### src/rtl/dea_pkg.sv
// Shared definitions for the byte-stream encryptor/decryptor pair.
// Holds the FSM state type, key-bank geometry and the data byte width.
package dea_pkg;

  localparam int unsigned KEY_DEPTH = 8;
  localparam int unsigned KEY_AW    = 3;
  localparam int unsigned BYTE_W    = 8;

  typedef enum logic [1:0] {
    StIdle,
    StRun,
    StDrain,
    StDone
  } dea_state_e;

  // Requested key count of 0 or anything above the bank depth means "use all keys".
  function automatic logic [KEY_AW:0] eff_key_count(input logic [KEY_AW:0] nk);
    if (nk == '0 || nk > (KEY_AW + 1)'(KEY_DEPTH)) begin
      return (KEY_AW + 1)'(KEY_DEPTH);
    end
    return nk;
  endfunction

endpackage

### src/rtl/dea_key_bank.sv
// Key bank: KEY_DEPTH x BYTE_W register file, one synchronous write port and one
// combinational read port. No reset; contents must be loaded before use.
// Ports:
//   clk_i    - clock
//   we_i     - write enable
//   waddr_i  - write index
//   wdata_i  - write data
//   raddr_i  - read index
//   rdata_o  - read data (combinational)
module dea_key_bank
  import dea_pkg::*;
(
  input  logic              clk_i,
  input  logic              we_i,
  input  logic [KEY_AW-1:0] waddr_i,
  input  logic [BYTE_W-1:0] wdata_i,
  input  logic [KEY_AW-1:0] raddr_i,
  output logic [BYTE_W-1:0] rdata_o
);

  logic [BYTE_W-1:0] mem_q [KEY_DEPTH];

  always_ff @(posedge clk_i) begin
    if (we_i) begin
      mem_q[waddr_i] <= wdata_i;
    end
  end

  assign rdata_o = mem_q[raddr_i];

endmodule

### src/rtl/decryption_engine.sv
// XOR stream decryptor. Each accepted ciphertext byte is XORed with the current
// key-bank entry; the key index cycles through the active key count.
// Ports:
//   Clk, Reset            - clock, synchronous active-high reset
//   KeyWe/KeyAddr/KeyIn   - key-bank write (IDLE only)
//   NumberOfKeys          - active key count, 0 or >8 means 8 (sampled on Start)
//   SizeOfData            - message length in bytes (sampled on Start)
//   Start                 - begin message (IDLE only)
//   DataValid/DataIn      - ciphertext input, transfer on DataValid && DataReq
//   DataReq               - engine can accept a byte this cycle
//   DataOut/Ready/Ack     - plaintext output, transfer on Ready && Ack
//   Busy                  - not in IDLE
//   Done                  - one-cycle pulse after the last byte is acknowledged
module decryption_engine
  import dea_pkg::*;
(
  input  logic              Clk,
  input  logic              Reset,
  input  logic              KeyWe,
  input  logic [KEY_AW-1:0] KeyAddr,
  input  logic [BYTE_W-1:0] KeyIn,
  input  logic [KEY_AW:0]   NumberOfKeys,
  input  logic [BYTE_W-1:0] SizeOfData,
  input  logic              Start,
  input  logic              DataValid,
  input  logic [BYTE_W-1:0] DataIn,
  output logic              DataReq,
  output logic [BYTE_W-1:0] DataOut,
  output logic              Ready,
  input  logic              Ack,
  output logic              Busy,
  output logic              Done
);

  dea_state_e        state_q, state_d;
  logic [BYTE_W-1:0] size_q, size_d;
  logic [KEY_AW:0]   nk_q, nk_d;
  logic [BYTE_W-1:0] byte_cnt_q, byte_cnt_d;
  logic [KEY_AW-1:0] key_idx_q, key_idx_d;
  logic [BYTE_W-1:0] data_out_q, data_out_d;
  logic              ready_q, ready_d;
  logic              data_req;
  logic              key_we;
  logic [BYTE_W-1:0] key;
  logic              key_last;

  dea_key_bank u_key_bank (
    .clk_i   (Clk),
    .we_i    (key_we),
    .waddr_i (KeyAddr),
    .wdata_i (KeyIn),
    .raddr_i (key_idx_q),
    .rdata_o (key)
  );

  assign key_last = ({1'b0, key_idx_q} == nk_q - {{KEY_AW{1'b0}}, 1'b1});

  always_comb begin
    state_d    = state_q;
    size_d     = size_q;
    nk_d       = nk_q;
    byte_cnt_d = byte_cnt_q;
    key_idx_d  = key_idx_q;
    data_out_d = data_out_q;
    ready_d    = ready_q;
    data_req   = 1'b0;
    key_we     = 1'b0;
    unique case (state_q)
      StIdle: begin
        key_we = KeyWe;
        if (Start) begin
          size_d     = SizeOfData;
          nk_d       = eff_key_count(NumberOfKeys);
          byte_cnt_d = '0;
          key_idx_d  = '0;
          state_d    = (SizeOfData == '0) ? StDone : StRun;
        end
      end
      StRun: begin
        // Single-entry output register: refillable in the cycle it is acked.
        data_req = !ready_q || Ack;
        if (DataValid && data_req) begin
          data_out_d = DataIn ^ key;
          ready_d    = 1'b1;
          byte_cnt_d = byte_cnt_q + BYTE_W'(1);
          key_idx_d  = key_last ? '0 : key_idx_q + KEY_AW'(1);
          if (byte_cnt_d == size_q) begin
            state_d = StDrain;
          end
        end else if (ready_q && Ack) begin
          ready_d = 1'b0;
        end
      end
      StDrain: begin
        if (ready_q && Ack) begin
          ready_d = 1'b0;
          state_d = StDone;
        end
      end
      StDone: begin
        state_d = StIdle;
      end
      default: begin
        state_d = StIdle;
      end
    endcase
  end

  always_ff @(posedge Clk) begin
    if (Reset) begin
      state_q    <= StIdle;
      size_q     <= '0;
      nk_q       <= '0;
      byte_cnt_q <= '0;
      key_idx_q  <= '0;
      data_out_q <= '0;
      ready_q    <= 1'b0;
    end else begin
      state_q    <= state_d;
      size_q     <= size_d;
      nk_q       <= nk_d;
      byte_cnt_q <= byte_cnt_d;
      key_idx_q  <= key_idx_d;
      data_out_q <= data_out_d;
      ready_q    <= ready_d;
    end
  end

  assign DataReq = data_req;
  assign DataOut = data_out_q;
  assign Ready   = ready_q;
  assign Busy    = (state_q != StIdle);
  assign Done    = (state_q == StDone);

endmodule

### config.mk
export PLATFORM = sky130hd
export DESIGN_NAME = decryption_engine
export DESIGN_NICKNAME = d
export VERILOG_FILES = /design/src/rtl/dea_pkg.sv /design/src/rtl/dea_key_bank.sv /design/src/rtl/decryption_engine.sv
export SDC_FILE = /design/constraint.sdc
export NUM_CORES = 1
export LEC_CHECK = 0
export BUFFER_PORTS_ARGS = -buffer_cell sky130_fd_sc_hd__buf_2
export CELL_PAD_IN_SITES_DETAIL_PLACEMENT = 2
export CELL_PAD_IN_SITES_GLOBAL_PLACEMENT = 2
export CORE_ASPECT_RATIO = 1.1
export CORE_MARGIN = 2
export CORE_UTILIZATION = 45
export CTS_BUF_LIST = sky130_fd_sc_hd__clkbuf_8
export DETAILED_ROUTE_END_ITERATION = 12
export HOLD_SLACK_MARGIN = 0.1
export PLACE_DENSITY = 0.85
export SLEW_MARGIN = 0
export SYNTH_ARGS = -nofsm -noshare
export SYNTH_HDL_FRONTEND = slang
export SYNTH_SLANG_ARGS = --single-unit
### constraint.sdc
create_clock -name Clk -period 6.1 [get_ports Clk]
set_input_delay 1.22 -clock Clk [delete_from_list [all_inputs] [get_ports Clk]]
set_output_delay 1.22 -clock Clk [all_outputs]
set_load 0.1 [all_outputs]
Word-level counts from Yosys, hierarchy flattened
Memories as Yosys holds them, arrays and structs flattened. A register that Yosys moved wholly into a read port is not among the register bits.
Index checks and enable logic that the tools add are counted.

cells by class
  $add $sub $neg = 3
  multiply operators = 0
  divide/modulo/power cells = 0
  magnitude comparators = 1
  equality and inequality tests = 9
  shift-type cells = 0
  multiplexer cells = 27
  bitwise gates (word level) = 1
  reduce and logical (&&, ||, !) cells = 15

operators with widths
  operator                                                               number
  8-bit 2-to-1 mux                                                       2
  8-bit case mux with 2 select lines                                     1
  3-bit 2-to-1 mux                                                       5
  2-bit 2-to-1 mux                                                       5
  1-bit 2-to-1 mux                                                       9
  8-bit by 1-bit adder with 8-bit output, second input constant          1
  8-bit equality test                                                    1
  8-bit logical NOT                                                      1
  4-bit 2-to-1 mux                                                       2
  2-bit != test, second input constant                                   4
  2-bit case mux with 4 select lines                                     1
  8-bit XOR                                                              1
  3-bit case mux with 2 select lines                                     1
  2-bit nonzero test                                                     3
  2-bit equality test, second input constant                             2
  3-bit by 4-bit equality test with 1-bit output                         1
  4-bit > comparator, second input constant                              1
  4-bit logical NOT                                                      1
  2-bit AND reduction                                                    2
  4-bit AND reduction                                                    1
  4-bit by 1-bit subtractor with 4-bit output, second input constant     1
  3-bit by 1-bit adder with 3-bit output, second input constant          1
  3-bit AND reduction                                                    1
  2-bit by 1-bit equality test with 1-bit output, second input constant  1
  other kinds (5)                                                        7

word-level totals
  register bits after elaboration = 34
  bits in latches = 0
  memory bits (writable) = 64
  bits in read-only memories = 0
  bits of input ports = 37
  output and inout port bits = 12
  logic and storage cells = 64
  memories kept = 1

memories
  memory            words  bits a word  read ports  clocked after memory_dff  wr ports  RTL line            RTL
  u_key_bank.mem_q  8      8            1           1                         1         dea_key_bank.sv:21  logic [BYTE_W-1:0] mem_q [KEY_DEPTH];

Logic depth before layout (Yosys ltp)
  depth after elaboration = 7
  mapped depth = 9
  depth with buffers taken out = 8

Cells and area by module
From an unflattened synthesis, not the netlist that was laid out.

second synthesis, totals
  cell total of the unflattened synthesis = 339
  area, all modules = 4,469.3 um^2

by module, submodules not included
  module             instances  cells an instance  area an instance (um^2)  seq. area each (um^2)
  dea_key_bank       1          106                2,531.2                  1,921.8
  decryption_engine  1          233                1,938.1                  680.7

Worst setup path after synthesis
OpenSTA, ideal clock, no wires.

  path type = input port to output port
  from = input port Ack
  to = output port DataReq
  arrival time = 2.106 ns
  required time = 4.880 ns
  setup slack = 2.774 ns
  stages = 2
  buffers on the path = 0
  path through = nand2b_1 -> and2_1

between the ends
  word-level cells in the longest chain between the ends = 2

ends and longest elaborated chain
  item              RTL line                 RTL
  from (decl)       decryption_engine.sv:30  input logic Ack,
  1-bit logical OR  decryption_engine.sv:81  data_req = !ready_q || Ack;
  1-bit 2-to-1 mux  decryption_engine.sv:68  unique case (state_q)
  to (decl)         decryption_engine.sv:27  output logic DataReq,

No other way between the ends.

Final worst setup path
Ends and elaborated chain as after synthesis.

==> results.toml <==
[sta]
finalCritPeriodShare_pct = 53.0
finalHoldViolCount = 0
report.final.slew_viol_count = 0
timing.clock.skew_ns = 0.0134
timing.max_slew.rel_slack_pct = 26.0
setup_viol = 0
tightestPinTransition_ns = 1.11
period_minus_slack_ns = 3.23
rsz_0062_raised_after_global_routing = "no"
fmax_mhz = 309
final.hold.worst_slack_ns = 0.485
tns_ns = 0

[synth]
async_reset_ff_share_pct = 0
postSynthAreaPerCell_um2 = 12.7
synth_top_cells_by_area = "sky130_fd_sc_hd__edfxtp_1 43%, sky130_fd_sc_hd__dfxtp_1 17%, sky130_fd_sc_hd__mux4_2 8.1%, sky130_fd_sc_hd__a21oi_1 3.5%, sky130_fd_sc_hd__xor2_1 3.2%"
synthDominantAreaCellType = "sky130_fd_sc_hd__edfxtp_1"
combinational_family_with_the_most_area_after_synthesis = "simple AND/OR/NAND/NOR gates"
synthFlopType = "sky130_fd_sc_hd__edfxtp_1"
synth.top_cell.area_share_pct = 43.4
synth.ff_latch_count = 101
synth_mux_area_share_pct = 10.2
yosys.area_share.simple_pct = 12.2
mappedNetlistNets = 392
yosys_warnings = 0
synth_seq_area_share_pct = 60.2
synthesis.instances = 348
synth_enable_flop_cells = 64
synth-adder-area-share_pct = 1.98
synth_cell_types = 52
syn-cell-area_mm2 = 0.00442
synth-xor-area-share_pct = 4.36
share_of_the_synthesized_area_in_compound_gates_ao_oa_aoi_oai_pct = 8.12

[job]
drv.max_cap_violation_count = 0

[clock_tree]
clock-sinks = 101
cts_hold_repair.buffers = 0
cts_root_buf = "sky130_fd_sc_hd__clkbuf_8"
tritoncts = "done"
worstSkewPairLatency_ns = 0.37
cts_max_level = 3
cts_max_path_buffers = 2
cts_resized = 0
clkSlewWorstSetupHoldPaths_ns = 0.10
cts_setup_buffers = 0
cts_inserted_buffers = 9

[placed_design]
globalplace.congestion = 0.787
dp_hpwl_um = 7680
port-buffer-count = 48

[layout]
flow.area_growth_from_synthesis_pct = 11.3
antenna-diode-count = 0
layout.nets = 436
drive_gt1_share_pct = 22.7
layout_fillers = 940

[floorplanning]
die_height_um = 108
chipWidth_um = 98.5
number_of_ports_placed_on_the_die_boundary = 49
coreArea_mm2 = 0.00944
die_area_mm2 = 0.0106
rows = 37
start_util_pct = 46.8

[global_routing]
first_global_vias = 3183
largest_net_degree_at_the_start_of_global_routing = 36
antenna_found_initial = 0
gr-total-overflow = 0
grt_pass1_wl_um = 17700
grt_use_total_pct = 22.1

[worst_setup_path]
worst_ep_required_time_ns = 4.88
crit_type = "input port to output pin"
timing.critical_path.to_type = "output pin"
cp.arrival_ns = 2.01
setup.worst_path.start_class = "input port"
crit_path_max_fanout = 4
regToRegSetupSlack_ns = 3.51

[power_and_ir_drop]
leakage_nw = 1.76
power_density_over_the_cells_mw_per_mm2 = 342
worst_ir_drop_vdd_mv = 0.192
power_w = 0.00169

[detailed_routing]
route.antenna.remaining_nets = 0
drt-pass1-iter-count = 4
via_count = 2916
avgRoutedWirePerCell_um = 21.1
vias_per_cell = 5.67
drc_marker_count_from_the_first_detailed_route_iteration = 71
routed_wire_length_um = 10900
drc = 0

[worst_hold_path]
holdCritPathClass = "flip-flop to flip-flop"

[outcome]
status = "complete, no violations"
[routing by layer]
metal  GRT usage [%]  up-vias  part of all wire [%]
li1                -     1365                     -
met1            26.8     1489                    41
met2            40.5       54                    54
met3            3.94        8                   3.1
met4            5.97        0                   1.2
met5               0        -                     0
[final cells by class]
cell class                      instances  area (um2)  area share [%]
Clock buffer                            9         124            2.52
Clock inverter                          7        63.8            1.30
Inverter                                9        33.8           0.686
Multi-Input combinational cell        220        1630            33.1
Sequential cell                       101        2660            54.1
Tap cell                              117         146            2.97
Timing Repair Buffer                   51         263            5.34
[state kept, by name, indices dropped and copies added (netlist names), named ones only]
name and flops:
Ready 1, key_idx_q 3, state_q 2, nk_q 4
byte_cnt_q 8, u_key_bank.mem_q 64, size_q 8, DataOut 8
[synth_stat cells, drive strengths merged, types with 2 or more instances]
cell and n:
a211oi 2, a21oi 31, mux2i 8, edfxtp 64
inv 9, nor3 7, dfxtp 37, nor4 3
nor2b 2, or3 3, a31oi 2, and4 2
nand2 31, clkbuf 10, buf 8, nand3b 7
nor3b 2, ha 7, xnor2 6, xor2 16
nor2 35, o21ai 9, a32oi 2, and2 4
nand3 5, mux4 16
[final timing paths]
check,endpoint,start,cells past startpoint
max,DataReq,Ack,4
min,size_q[4],size_q[4],2
max reg2reg,DataOut[1],flip-flop,6
min reg2reg,size_q[4],size_q[4],2
[cells by family after synthesis]
kind of cell,count (synthesis)
flops,101
fa+ha+maj,7
compound gates,57
buf+inv,27
mux,25
simple gates,109
xor+xnor,22
[critical path, cell delays in order]
cell                       delay (ns)
sky130_fd_sc_hd__buf_2           0.11
sky130_fd_sc_hd__nand2b_1        0.14
sky130_fd_sc_hd__and2_1          0.13
sky130_fd_sc_hd__buf_2           0.42
[where the power goes]
group	switching (W)	internal, W	leakage, nW
combinational	0.000327	0.000140	0.787
clock	0.000249	0.000155	0.0915
sequential	0.0000408	0.000774	0.880
[cells in the final DEF, fill, tap and decap left out, types with 2 or more instances in the layout]
cell type	n
sky130_fd_sc_hd__inv_1	10
sky130_fd_sc_hd__ha_1	7
sky130_fd_sc_hd__mux4_2	16
sky130_fd_sc_hd__nor3_1	7
sky130_fd_sc_hd__xnor2_1	6
sky130_fd_sc_hd__a32oi_1	2
sky130_fd_sc_hd__buf_4	3
sky130_fd_sc_hd__clkinvlp_4	2
sky130_fd_sc_hd__edfxtp_1	64
sky130_fd_sc_hd__nor3b_1	2
sky130_fd_sc_hd__and2_1	4
sky130_fd_sc_hd__a211oi_1	2
sky130_fd_sc_hd__nand2_1	31
sky130_fd_sc_hd__nor2b_1	2
sky130_fd_sc_hd__clkinv_4	2
sky130_fd_sc_hd__nand3_1	4
sky130_fd_sc_hd__nor4_1	3
sky130_fd_sc_hd__buf_2	48
sky130_fd_sc_hd__o21ai_0	8
sky130_fd_sc_hd__nand3b_1	7
sky130_fd_sc_hd__or3_1	3
sky130_fd_sc_hd__mux2i_1	8
sky130_fd_sc_hd__nor2_1	35
sky130_fd_sc_hd__a21oi_1	31
sky130_fd_sc_hd__xor2_1	16
sky130_fd_sc_hd__clkbuf_8	9
sky130_fd_sc_hd__dfxtp_1	37
sky130_fd_sc_hd__and4_4	2
[per-stage QoR]
stage | area, um2 | util (%) | worst slack, ns | instances
finish | 4920 | 52.1 | 2.87 | 514
global placement | 4740 | 50.2 | 2.89 | 498
floorplan | 4420 | - | 2.77 | 348
CTS | 4920 | 52.1 | 2.85 | 514
global route | 4920 | 52.1 | 2.83 | 514
detailed placement | 4740 | 50.2 | 2.85 | 498
(Power assumes the default switching activity.)
